===== config.mk =====
export PLATFORM = sky130hd
export DESIGN_NAME = reg_bus_arbiter
export DESIGN_NICKNAME = d
export VERILOG_FILES = /design/src/rtl/reg_bus_pkg.sv /design/src/rtl/rr_priority_picker.sv /design/src/rtl/reg_bus_arbiter.sv
export SDC_FILE = /design/constraint.sdc
export NUM_CORES = 1
export LEC_CHECK = 0
export ABC_AREA = 1
export BUFFER_PORTS_ARGS = -buffer_cell sky130_fd_sc_hd__buf_2
export CORE_MARGIN = 2
export CORE_UTILIZATION = 40
export DETAILED_ROUTE_END_ITERATION = 8
export GPL_TIMING_DRIVEN = 0
export PLACE_DENSITY = 0.79
export SLEW_MARGIN = 20
export SYNTH_ARGS = -nofsm -noshare
export SYNTH_HDL_FRONTEND = slang
export SYNTH_SLANG_ARGS = --single-unit

===== constraint.sdc =====
create_clock -name clk -period 1.9 [get_ports clk]
set_input_delay 0.38 -clock clk [delete_from_list [all_inputs] [get_ports clk]]
set_output_delay 0.38 -clock clk [all_outputs]
set_load 0.05 [all_outputs]

===== src/rtl/reg_bus_pkg.sv =====
// Shared types and constants for the SD host register-bank arbiter.
package reg_bus_pkg;

    localparam int unsigned REG_DATA_WIDTH = 32;
    localparam int unsigned REG_ADDR_WIDTH = 5;
    localparam int unsigned REG_NUM_REQ    = 3;
    localparam int unsigned TO_CNT_WIDTH   = 8;

    localparam int unsigned PORT_CPU = 0;
    localparam int unsigned PORT_CMD = 1;
    localparam int unsigned PORT_DAT = 2;

    typedef enum logic [1:0] {
        ST_IDLE,
        ST_ISSUE,
        ST_WAIT,
        ST_RELEASE
    } reg_bus_state_t;

endpackage


===== src/rtl/rr_priority_picker.sv =====
// Combinational round-robin picker: the port after last_grant has highest priority.
module rr_priority_picker #(
    parameter int unsigned NUM_REQ = 3,
    parameter int unsigned IDX_W   = 2
) (
    input  logic [NUM_REQ-1:0] req,
    input  logic [IDX_W-1:0]   last_grant,
    output logic [NUM_REQ-1:0] grant_c,
    output logic [IDX_W-1:0]   grant_idx_c
);

    logic found;

    // Walk offsets 1..NUM_REQ from last_grant; first requester found wins.
    always_comb begin
        grant_c     = '0;
        grant_idx_c = '0;
        found       = 1'b0;
        for (int unsigned k = 1; k <= NUM_REQ; k++) begin
            for (int unsigned i = 0; i < NUM_REQ; i++) begin
                if (!found && req[i] && (i == (32'(last_grant) + k) % NUM_REQ)) begin
                    grant_c[i]  = 1'b1;
                    grant_idx_c = IDX_W'(i);
                    found       = 1'b1;
                end
            end
        end
    end

endmodule


===== src/rtl/reg_bus_arbiter.sv =====
// Round-robin arbiter sharing the register-bank req/ack port between three requesters,
// with an ack timeout and a release phase that waits out a stale ack.
module reg_bus_arbiter
    import reg_bus_pkg::*;
#(
    parameter int unsigned DATA_WIDTH = REG_DATA_WIDTH,
    parameter int unsigned ADDR_WIDTH = REG_ADDR_WIDTH,
    parameter int unsigned NUM_REQ    = REG_NUM_REQ,
    parameter int unsigned TIMEOUT    = 15
) (
    input  logic                           clk,
    input  logic                           rst_n,
    input  logic [NUM_REQ-1:0]             p_req,
    input  logic [NUM_REQ-1:0]             p_rw,
    input  logic [NUM_REQ*ADDR_WIDTH-1:0]  p_addr,
    input  logic [NUM_REQ*DATA_WIDTH-1:0]  p_wdata,
    output logic [NUM_REQ-1:0]             p_ack,
    output logic [NUM_REQ-1:0]             p_err,
    output logic [DATA_WIDTH-1:0]          p_rdata,
    output logic                           reg_req,
    output logic                           reg_rw,
    output logic [ADDR_WIDTH-1:0]          reg_addr,
    output logic [DATA_WIDTH-1:0]          reg_wdata,
    input  logic [DATA_WIDTH-1:0]          reg_rdata,
    input  logic                           reg_ack
);

    localparam int unsigned IDX_W = $clog2(NUM_REQ);
    localparam int unsigned CNT_W = TO_CNT_WIDTH;
    localparam logic [CNT_W-1:0] TO_LAST = CNT_W'(TIMEOUT - 1);
    localparam logic [IDX_W-1:0] LAST_RST = IDX_W'(NUM_REQ - 1);

    reg_bus_state_t state_q, state_d;
    logic [IDX_W-1:0]      grant_q, grant_d;
    logic [IDX_W-1:0]      last_grant_q, last_grant_d;
    logic [CNT_W-1:0]      to_cnt_q, to_cnt_d;
    logic [NUM_REQ-1:0]    p_ack_d, p_err_d;
    logic [DATA_WIDTH-1:0] p_rdata_d;
    logic                  reg_req_d, reg_rw_d;
    logic [ADDR_WIDTH-1:0] reg_addr_d;
    logic [DATA_WIDTH-1:0] reg_wdata_d;

    logic [NUM_REQ-1:0]    pick_c;
    logic [IDX_W-1:0]      pick_idx_c;
    logic                  sel_rw_c;
    logic [ADDR_WIDTH-1:0] sel_addr_c;
    logic [DATA_WIDTH-1:0] sel_wdata_c;

    rr_priority_picker #(
        .NUM_REQ (NUM_REQ),
        .IDX_W   (IDX_W)
    ) u_picker (
        .req         (p_req),
        .last_grant  (last_grant_q),
        .grant_c     (pick_c),
        .grant_idx_c (pick_idx_c)
    );

    // One-hot mux of the winning port's fields.
    always_comb begin
        sel_rw_c    = 1'b0;
        sel_addr_c  = '0;
        sel_wdata_c = '0;
        for (int unsigned i = 0; i < NUM_REQ; i++) begin
            if (pick_c[i]) begin
                sel_rw_c    = p_rw[i];
                sel_addr_c  = p_addr[i*ADDR_WIDTH +: ADDR_WIDTH];
                sel_wdata_c = p_wdata[i*DATA_WIDTH +: DATA_WIDTH];
            end
        end
    end

    always_ff @(posedge clk or negedge rst_n) begin
        if (!rst_n) begin
            state_q      <= ST_IDLE;
            grant_q      <= '0;
            last_grant_q <= LAST_RST;
            to_cnt_q     <= '0;
            p_ack        <= '0;
            p_err        <= '0;
            p_rdata      <= '0;
            reg_req      <= 1'b0;
            reg_rw       <= 1'b0;
            reg_addr     <= '0;
            reg_wdata    <= '0;
        end else begin
            state_q      <= state_d;
            grant_q      <= grant_d;
            last_grant_q <= last_grant_d;
            to_cnt_q     <= to_cnt_d;
            p_ack        <= p_ack_d;
            p_err        <= p_err_d;
            p_rdata      <= p_rdata_d;
            reg_req      <= reg_req_d;
            reg_rw       <= reg_rw_d;
            reg_addr     <= reg_addr_d;
            reg_wdata    <= reg_wdata_d;
        end
    end

    // Next-state and output logic; bank-side fields hold unless a new grant is latched.
    always_comb begin
        state_d      = state_q;
        grant_d      = grant_q;
        last_grant_d = last_grant_q;
        to_cnt_d     = to_cnt_q;
        p_ack_d      = '0;
        p_err_d      = '0;
        p_rdata_d    = p_rdata;
        reg_req_d    = reg_req;
        reg_rw_d     = reg_rw;
        reg_addr_d   = reg_addr;
        reg_wdata_d  = reg_wdata;

        case (state_q)
            ST_IDLE: begin
                if (|pick_c) begin
                    grant_d     = pick_idx_c;
                    reg_rw_d    = sel_rw_c;
                    reg_addr_d  = sel_addr_c;
                    reg_wdata_d = sel_wdata_c;
                    reg_req_d   = 1'b1;
                    state_d     = ST_ISSUE;
                end
            end
            ST_ISSUE: begin
                to_cnt_d = '0;
                state_d  = ST_WAIT;
            end
            ST_WAIT: begin
                if (reg_ack) begin
                    reg_req_d        = 1'b0;
                    p_rdata_d        = reg_rw ? reg_rdata : '0;
                    p_ack_d[grant_q] = 1'b1;
                    last_grant_d     = grant_q;
                    state_d          = ST_RELEASE;
                end else if (to_cnt_q == TO_LAST) begin
                    reg_req_d        = 1'b0;
                    p_rdata_d        = '0;
                    p_ack_d[grant_q] = 1'b1;
                    p_err_d[grant_q] = 1'b1;
                    last_grant_d     = grant_q;
                    state_d          = ST_RELEASE;
                end else begin
                    to_cnt_d = to_cnt_q + 1'b1;
                end
            end
            ST_RELEASE: begin
                // A lingering ack must not complete the next access.
                if (!reg_ack) begin
                    state_d = ST_IDLE;
                end
            end
            default: state_d = ST_IDLE;
        endcase
    end

endmodule


==> After elaboration in Yosys (flattened, before gate mapping) <==
Index checks and enable logic that the tools add are counted.
{ "word_totals": {"register_bits": 91, "input_bits": 152, "output_inout_bits": 77, "elab_cells": 131} }
{ "classes": {"addsub": 4, "div_mod_pow": 3, "n_lt_le_gt_ge": 2, "eq_ne": 15, "mux": 57, "reduce_logical": 39} }
{ "ops": {"columns": ["op", "count"], "rows": [
  ["2-to-1 mux 32 bit", 6],
  ["equality test 1 x 32 -> 1 bit, first input constant", 3],
  ["equality test 2 x 32 -> 1 bit, first input constant", 3],
  ["logical NOT 32 bit", 3],
  ["modulo 32 x 2 -> 32 bit, second input constant", 3],
  ["2-to-1 mux 2 bit", 13],
  ["2-to-1 mux 1 bit", 24],
  ["logical AND 1 bit", 18],
  ["2-to-1 mux 8 bit", 2],
  ["case mux 8 bit (2 select lines)", 1],
  ["2-to-1 mux 3 bit", 5],
  ["2-to-1 mux 5 bit", 3],
  ["AND reduction 3 bit", 3],
  ["adder 8 x 1 -> 8 bit, second input constant", 1],
  ["equality test 8 x 4 -> 1 bit, second input constant", 1],
  ["logical NOT 1 bit", 8],
  ["!= test 2 bit, second input constant", 4],
  ["case mux 2 bit (4 select lines)", 1],
  ["adder 2 x 2 -> 3 bit, second input constant", 2],
  ["nonzero test 2 bit", 3],
  ["equality test 2 bit, second input constant", 2],
  ["AND reduction 2 bit", 2],
  ["adder 2 x 1 -> 3 bit, second input constant", 1],
  ["less-than comparator 2 x 3 -> 1 bit, second input constant", 1],
  ["7 further kinds", 7]
]} }

==> Longest topological paths before layout <==
{ "depth": {"ltp_word": 40, "ltp_mapped": 13, "ltp_nobuf": 12} }

==> By module <==
Synthesis repeated with hierarchy kept, for this count alone.
{ "unflattened": {"hier_cells": 649, "area_unflattened_um2": 4799.6} }
{ "modules_own_cells": {"columns": ["module", "instances", "cells_per_inst", "area_each_um2"], "rows": [
  ["reg_bus_arbiter", 1, 611, 4604.4],
  ["rr_priority_picker", 1, 38, 195.2]
]} }

==> Worst setup path after synthesis <==
Ideal clock, no wire load.
{ "synth_path": {"path_kind": "register to register", "from": "reg last_grant_q[1]", "to": "reg reg_wdata[29]", "arrival_time_ns": 1.819, "t_required_ns": 1.834, "slack_ns": 0.015, "path_stages_with_launch": 14, "n_path_buf": 2, "period_less_slack_ns": 1.885, "cell_sequence": "dfstp_2 > inv_1 > ha_1 > nand2_1 > nand4_2 > nor2_4 > nand4_1 > nand2_2 > buf_6 > buf_4 > nand2_1 > nand3_1 > nand2_2 > nand2_1"} }
{ "synth_between": {"elab_chain_cells": 39, "elab_cells_between_ends": 61} }
{ "synth_rtl": {"columns": ["element", "line_no", "text"], "rows": [
  ["start: declaration", "reg_bus_arbiter.sv:35", "logic [IDX_W-1:0] last_grant_q, last_grant_d;"],
  ["start signal: assignment", "reg_bus_arbiter.sv:89", "last_grant_q <= last_grant_d;"],
  ["adder 2 x 1 -> 3 bit", "rr_priority_picker.sv:21", "if (!found && req[i] && (i == (32'(last_grant) + k) % NUM_REQ)) begin"],
  ["modulo 32 x 2 -> 32 bit", "rr_priority_picker.sv:21", null],
  ["logical NOT 32 bit", "rr_priority_picker.sv:21", null],
  ["logical AND 1 bit", "rr_priority_picker.sv:21", null],
  ["2-to-1 mux 1 bit", "rr_priority_picker.sv:21", null],
  ["logical NOT 1 bit", "rr_priority_picker.sv:21", null],
  ["logical AND 1 bit (2 in series)", "rr_priority_picker.sv:21", null],
  ["2-to-1 mux 1 bit", "rr_priority_picker.sv:21", null],
  ["(+20 left out)", null, null],
  ["logical NOT 1 bit", "rr_priority_picker.sv:21", null],
  ["logical AND 1 bit (2 in series)", "rr_priority_picker.sv:21", null],
  ["2-to-1 mux 1 bit", "rr_priority_picker.sv:21", null],
  ["logical NOT 1 bit", "rr_priority_picker.sv:21", null],
  ["logical AND 1 bit (2 in series)", "rr_priority_picker.sv:21", null],
  ["2-to-1 mux 1 bit", "rr_priority_picker.sv:21", null],
  ["OR reduction 3 bit", "reg_bus_arbiter.sv:117", "if (|pick_c) begin"],
  ["AND reduction 2 bit (no line)", null, null],
  ["end signal: assignment", "reg_bus_arbiter.sv:97", "reg_wdata <= reg_wdata_d;"],
  ["end: declaration", "reg_bus_arbiter.sv:23", "output logic [DATA_WIDTH-1:0] reg_wdata,"]
]} }
Several ways; a longest one is shown, not always the timed one.
A chain may end at the register's enable or synchronous reset.

==> Final worst setup path <==
{ "layout_path": {"from": "reg last_grant_q[1]", "to": "reg reg_addr[0]"} }
{ "layout_between": {"elab_chain_cells": 39, "elab_cells_between_ends": 61} }
{ "layout_rtl": {"columns": ["element", "line_no", "text"], "rows": [
  ["adder 2 x 1 -> 3 bit", "rr_priority_picker.sv:21", null],
  ["modulo 32 x 2 -> 32 bit", "rr_priority_picker.sv:21", null],
  ["logical NOT 32 bit", "rr_priority_picker.sv:21", null],
  ["logical AND 1 bit", "rr_priority_picker.sv:21", null],
  ["2-to-1 mux 1 bit", "rr_priority_picker.sv:21", null],
  ["logical NOT 1 bit", "rr_priority_picker.sv:21", null],
  ["logical AND 1 bit (2 in series)", "rr_priority_picker.sv:21", null],
  ["2-to-1 mux 1 bit", "rr_priority_picker.sv:21", null],
  ["(+20 left out)", null, null],
  ["logical NOT 1 bit", "rr_priority_picker.sv:21", null],
  ["logical AND 1 bit (2 in series)", "rr_priority_picker.sv:21", null],
  ["2-to-1 mux 1 bit", "rr_priority_picker.sv:21", null],
  ["logical NOT 1 bit", "rr_priority_picker.sv:21", null],
  ["logical AND 1 bit (2 in series)", "rr_priority_picker.sv:21", null],
  ["2-to-1 mux 1 bit", "rr_priority_picker.sv:21", null],
  ["OR reduction 3 bit", "reg_bus_arbiter.sv:117", null],
  ["AND reduction 2 bit (no line)", null, null],
  ["end signal: assignment", "reg_bus_arbiter.sv:96", "reg_addr <= reg_addr_d;"],
  ["end: declaration", "reg_bus_arbiter.sv:22", "output logic [ADDR_WIDTH-1:0] reg_addr,"]
]} }
Several ways; a longest one is shown, not always the timed one.

==> results.tsv <==
stage	metric	value	unit
final_layout	diodes	0	
power	power.internal	6.45	mW
critical_path	r2r_slack	-0.22	ns
sta	maxSlewViolCount	0	
min_path	hold_start	reg_rdata[17]	
cts	clk_pin_slew	0.08	ns
critical_path	reg2regPathDepth	13	
sta	rsz0062_at_grt	yes	
global_route	antenna_found_initial	0	
synth	synth_area_leaders	dfrtp_1, nand2_1, nand3_1	
final_layout	utilization	58.8	%
critical_path	cp_cell_sequence	inv_2 -> ha_4 -> nand2_4 -> nand4_4 -> nor2_4 -> nand4_1 -> inv_2 -> nor2_4 -> nand2_2 -> nand2_4 -> buf_4 -> nand2_1 -> nand2_1	
critical_path	required	2.13	ns
sta	hold_viol	0	
cts	cts_root_buf	clkbuf_16	
synth	synthesis.area	0.00462	sq mm
critical_path	rr_endpoint	reg_addr[0]$_DFFE_PN0P_	
die	row_count	39	
run_status	status	finished, violations left	
routing	routed_wl	13.8	mm
routing	drt_iter0_drc	324	
power	power.total	13.4	mW
critical_path	cp-end-kind	register	
global_route	grt_pass1_wl	22.4	mm
final_layout	nets	1027	
placed_design	place_congestion	0.818	
run	drv_cap	0	
synth	synth_seq_area_share	49.3	%
sta	hold-worst-slack	0.276	ns
sta	maxSlewHeadroom	72.3	%
cts	cts_tree	done	
critical_path	critical_path.endpoint	reg_addr[0]$_DFFE_PN0P_	
sta	tns	-7.92	ns
global_route	grt_overflow_total	0	
critical_path	rr_startpoint	last_grant_q[1]$_DFFE_PN1P_	
cts	cts_sinks	91	
sta	period_share	112	%
power	p_sw	6.97	mW
power	p_leak	3.75	nW
cts	clkLatencyLatePin	0.34	ns
power	peakVddDrop	1150	uV
critical_path	slowest_delay	0.57	ns
synth	yosysWarnings	0	
critical_path	critPathSlowestCell	dfstp_2	
routing	dr_total_vias	4936	
routing	drc	0	
run_status	violations	setup timing	
synth	syn_nets	771	
routing	viasPerCell	4.86	
power	p_clk_share	13.3	%
sta	skew	0.0157	ns
final_layout	drive_gt1_share	37.5	%
die	die_y	111	um
routing	wire_per_inst	13.6	um
sta	setup_viol	43	
sta	period_needed	2.12	ns
routing	ant_nets	0	
sta	finalWorstSetupSlack	-0.222	ns
synth	synthDistinctLibCells	24	
final_layout	syn_to_final_growth	44.6	%
cts	h-tree-depth	3	
min_path	min_path_type	in2reg	
final_layout	mostFrequentLayoutCells	nand2_1, buf_2, dfrtp_1	
die	die_w	111	um
final_layout	layout_commonest_cell	nand2_1	
critical_path	cp-start-kind	register	
synth	synth_cells	611	
die	dieArea	0.0124	sq mm
sta	max_freq	471	MHz
sta	worst_slew_pin_slew	0.415	ns
critical_path	cp_max_fo	10	
placed_design	dp.final_hpwl	9.73	mm
global_route	grt_pass1_vias	4753	
placed_design	io_buffers	228	
synth	yosysTopAreaCell	dfrtp_1	
die	ios	229	
routing	drtPass1Iterations	4	
cts	cts_buffer_depth	2	
die	start_util	40.6	%
critical_path	cp.arrival	2.35	ns
power	powerDensity	2010	mW/mm^2
synth	yosysTopAreaCellShare	48.7	%
die	coreArea	0.0114	sq mm
global_route	grt_max_degree	54	
synth	synth.avg_cell_area	7.56	sq um
power	power_frac_seq	23.3	%
power	p_comb_share	63.4	%
power	swShare	51.9	%
cts	cts_buffers	9	
critical_path	crit_start	last_grant_q[1]$_DFFE_PN1P_	
synth	synth-seq-cells	91	
critical_path	criticalPathCategory	reg2reg	
global_route	grt.total_usage	22.3	%
-- registers in the layout, indices dropped and copies added, names as in the netlist --
signal	count
p_rdata	32
state_q	2
reg_wdata	32
reg_req	1
reg_addr	5
p_ack	3
reg_rw	1
last_grant_q	2
p_err	3
to_cnt_q	8
grant_q	2
-- synthesized netlist by cell type --
| cell | count |
|---|---|
| buf_2 | 7 |
| dfstp_2 | 1 |
| nor2_4 | 3 |
| a21oi_4 | 1 |
| o32ai_1 | 1 |
| nand4_1 | 6 |
| nand4_2 | 1 |
| a21oi_1 | 3 |
| o21ai_1 | 2 |
| a41oi_1 | 1 |
| nor2_1 | 12 |
| buf_6 | 3 |
| nor3_1 | 4 |
| dfrtp_1 | 90 |
| o21ai_0 | 43 |
| nand2_2 | 14 |
| nand3_1 | 50 |
| inv_1 | 21 |
| clkbuf_1 | 7 |
| buf_4 | 13 |
| xnor2_1 | 1 |
| nand2_1 | 318 |
| nand3b_1 | 1 |
| ha_1 | 8 |
-- how the worst min path moves through the flow --
stage                                   end  slack, ns  depth (start not counted)
floorplan            grant_q[0]$_DFFE_PN0P_       0.08                          0
global placement        reg_req$_DFFE_PN0P_       0.45                          2
detailed placement  p_rdata[10]$_DFFE_PN0P_       0.31                          1
CTS                 p_rdata[17]$_DFFE_PN0P_       0.27                          3
global route        p_rdata[31]$_DFFE_PN0P_       0.28                          3
finish              p_rdata[17]$_DFFE_PN0P_       0.28                          3
-- per-stage QoR --
| step | setup WS [ns] | instance area (sq um) | std cells |
|---|---|---|---|
| finish | -0.222 | 6680 | 1015 |
| global route | -0.331 | 6680 | 1015 |
| CTS | -0.180 | 6540 | 1010 |
| detailed placement | -0.301 | 5970 | 983 |
| global placement | -0.400 | 5940 | 982 |
| floorplan | 0.0151 | 4620 | 611 |
-- layer usage --
layer | track usage [%] | up-vias | share of wire (%)
met5 | 0 | - | 0
met4 | 6.58 | 0 | 1.6
met3 | 4.35 | 16 | 7.1
met2 | 38.5 | 207 | 49
met1 | 28.6 | 2266 | 43
li1 | - | 2447 | -
-- what timing repair did --
action                                  CTS  global route
hold buffers                              1             0
cloned                                    4             2
hold endpoints to repair                 38             0
endpoints found under the setup margin   43            45
buffers inserted                          6             3
resized for setup                        35            28
pin swaps                                 5             3
-- worst max-delay path: cells and delay by family, from the launching register on --
family	cells	cell delay (ns)
simple gates	9	0.88
flops	1	0.57
buf+inv	3	0.37
fa+ha+maj	1	0.18
-- kinds of logic after synthesis --
family	share of synthesized area, %
AND/OR/NAND/NOR	36.5
flip-flops	49.3
AO/OA/AOI/OAI	5.93
buffers and inverters	5.88
adder cells (fa/ha/maj)	2.17
XOR/XNOR	0.190
-- layout make-up --
| class | count | area [sq um] |
|---|---|---|
| plain buffers | 30 | 278 |
| clock buffers | 9 | 225 |
| clock inverters | 7 | 80.1 |
| fillers | 1032 | 4690 |
| inverters | 21 | 78.8 |
| multi-input cells | 469 | 2180 |
| flip-flops and latches | 91 | 2280 |
| well taps | 143 | 179 |
| repair buffers | 245 | 1380 |
-- power groups by stage --
stage | logic [mW] | clock network, mW | registers [mW]
after CTS | 8.15 | 1.81 | 3.11
final | 8.51 | 1.78 | 3.13
after detailed placement | 7.36 | 0 | 3.12
after global routing | 9.23 | 1.91 | 3.21
after floorplan | 3.24 | 0 | 5.34
after global placement | 7.26 | 0 | 3.11
(Power assumes the default switching activity.)
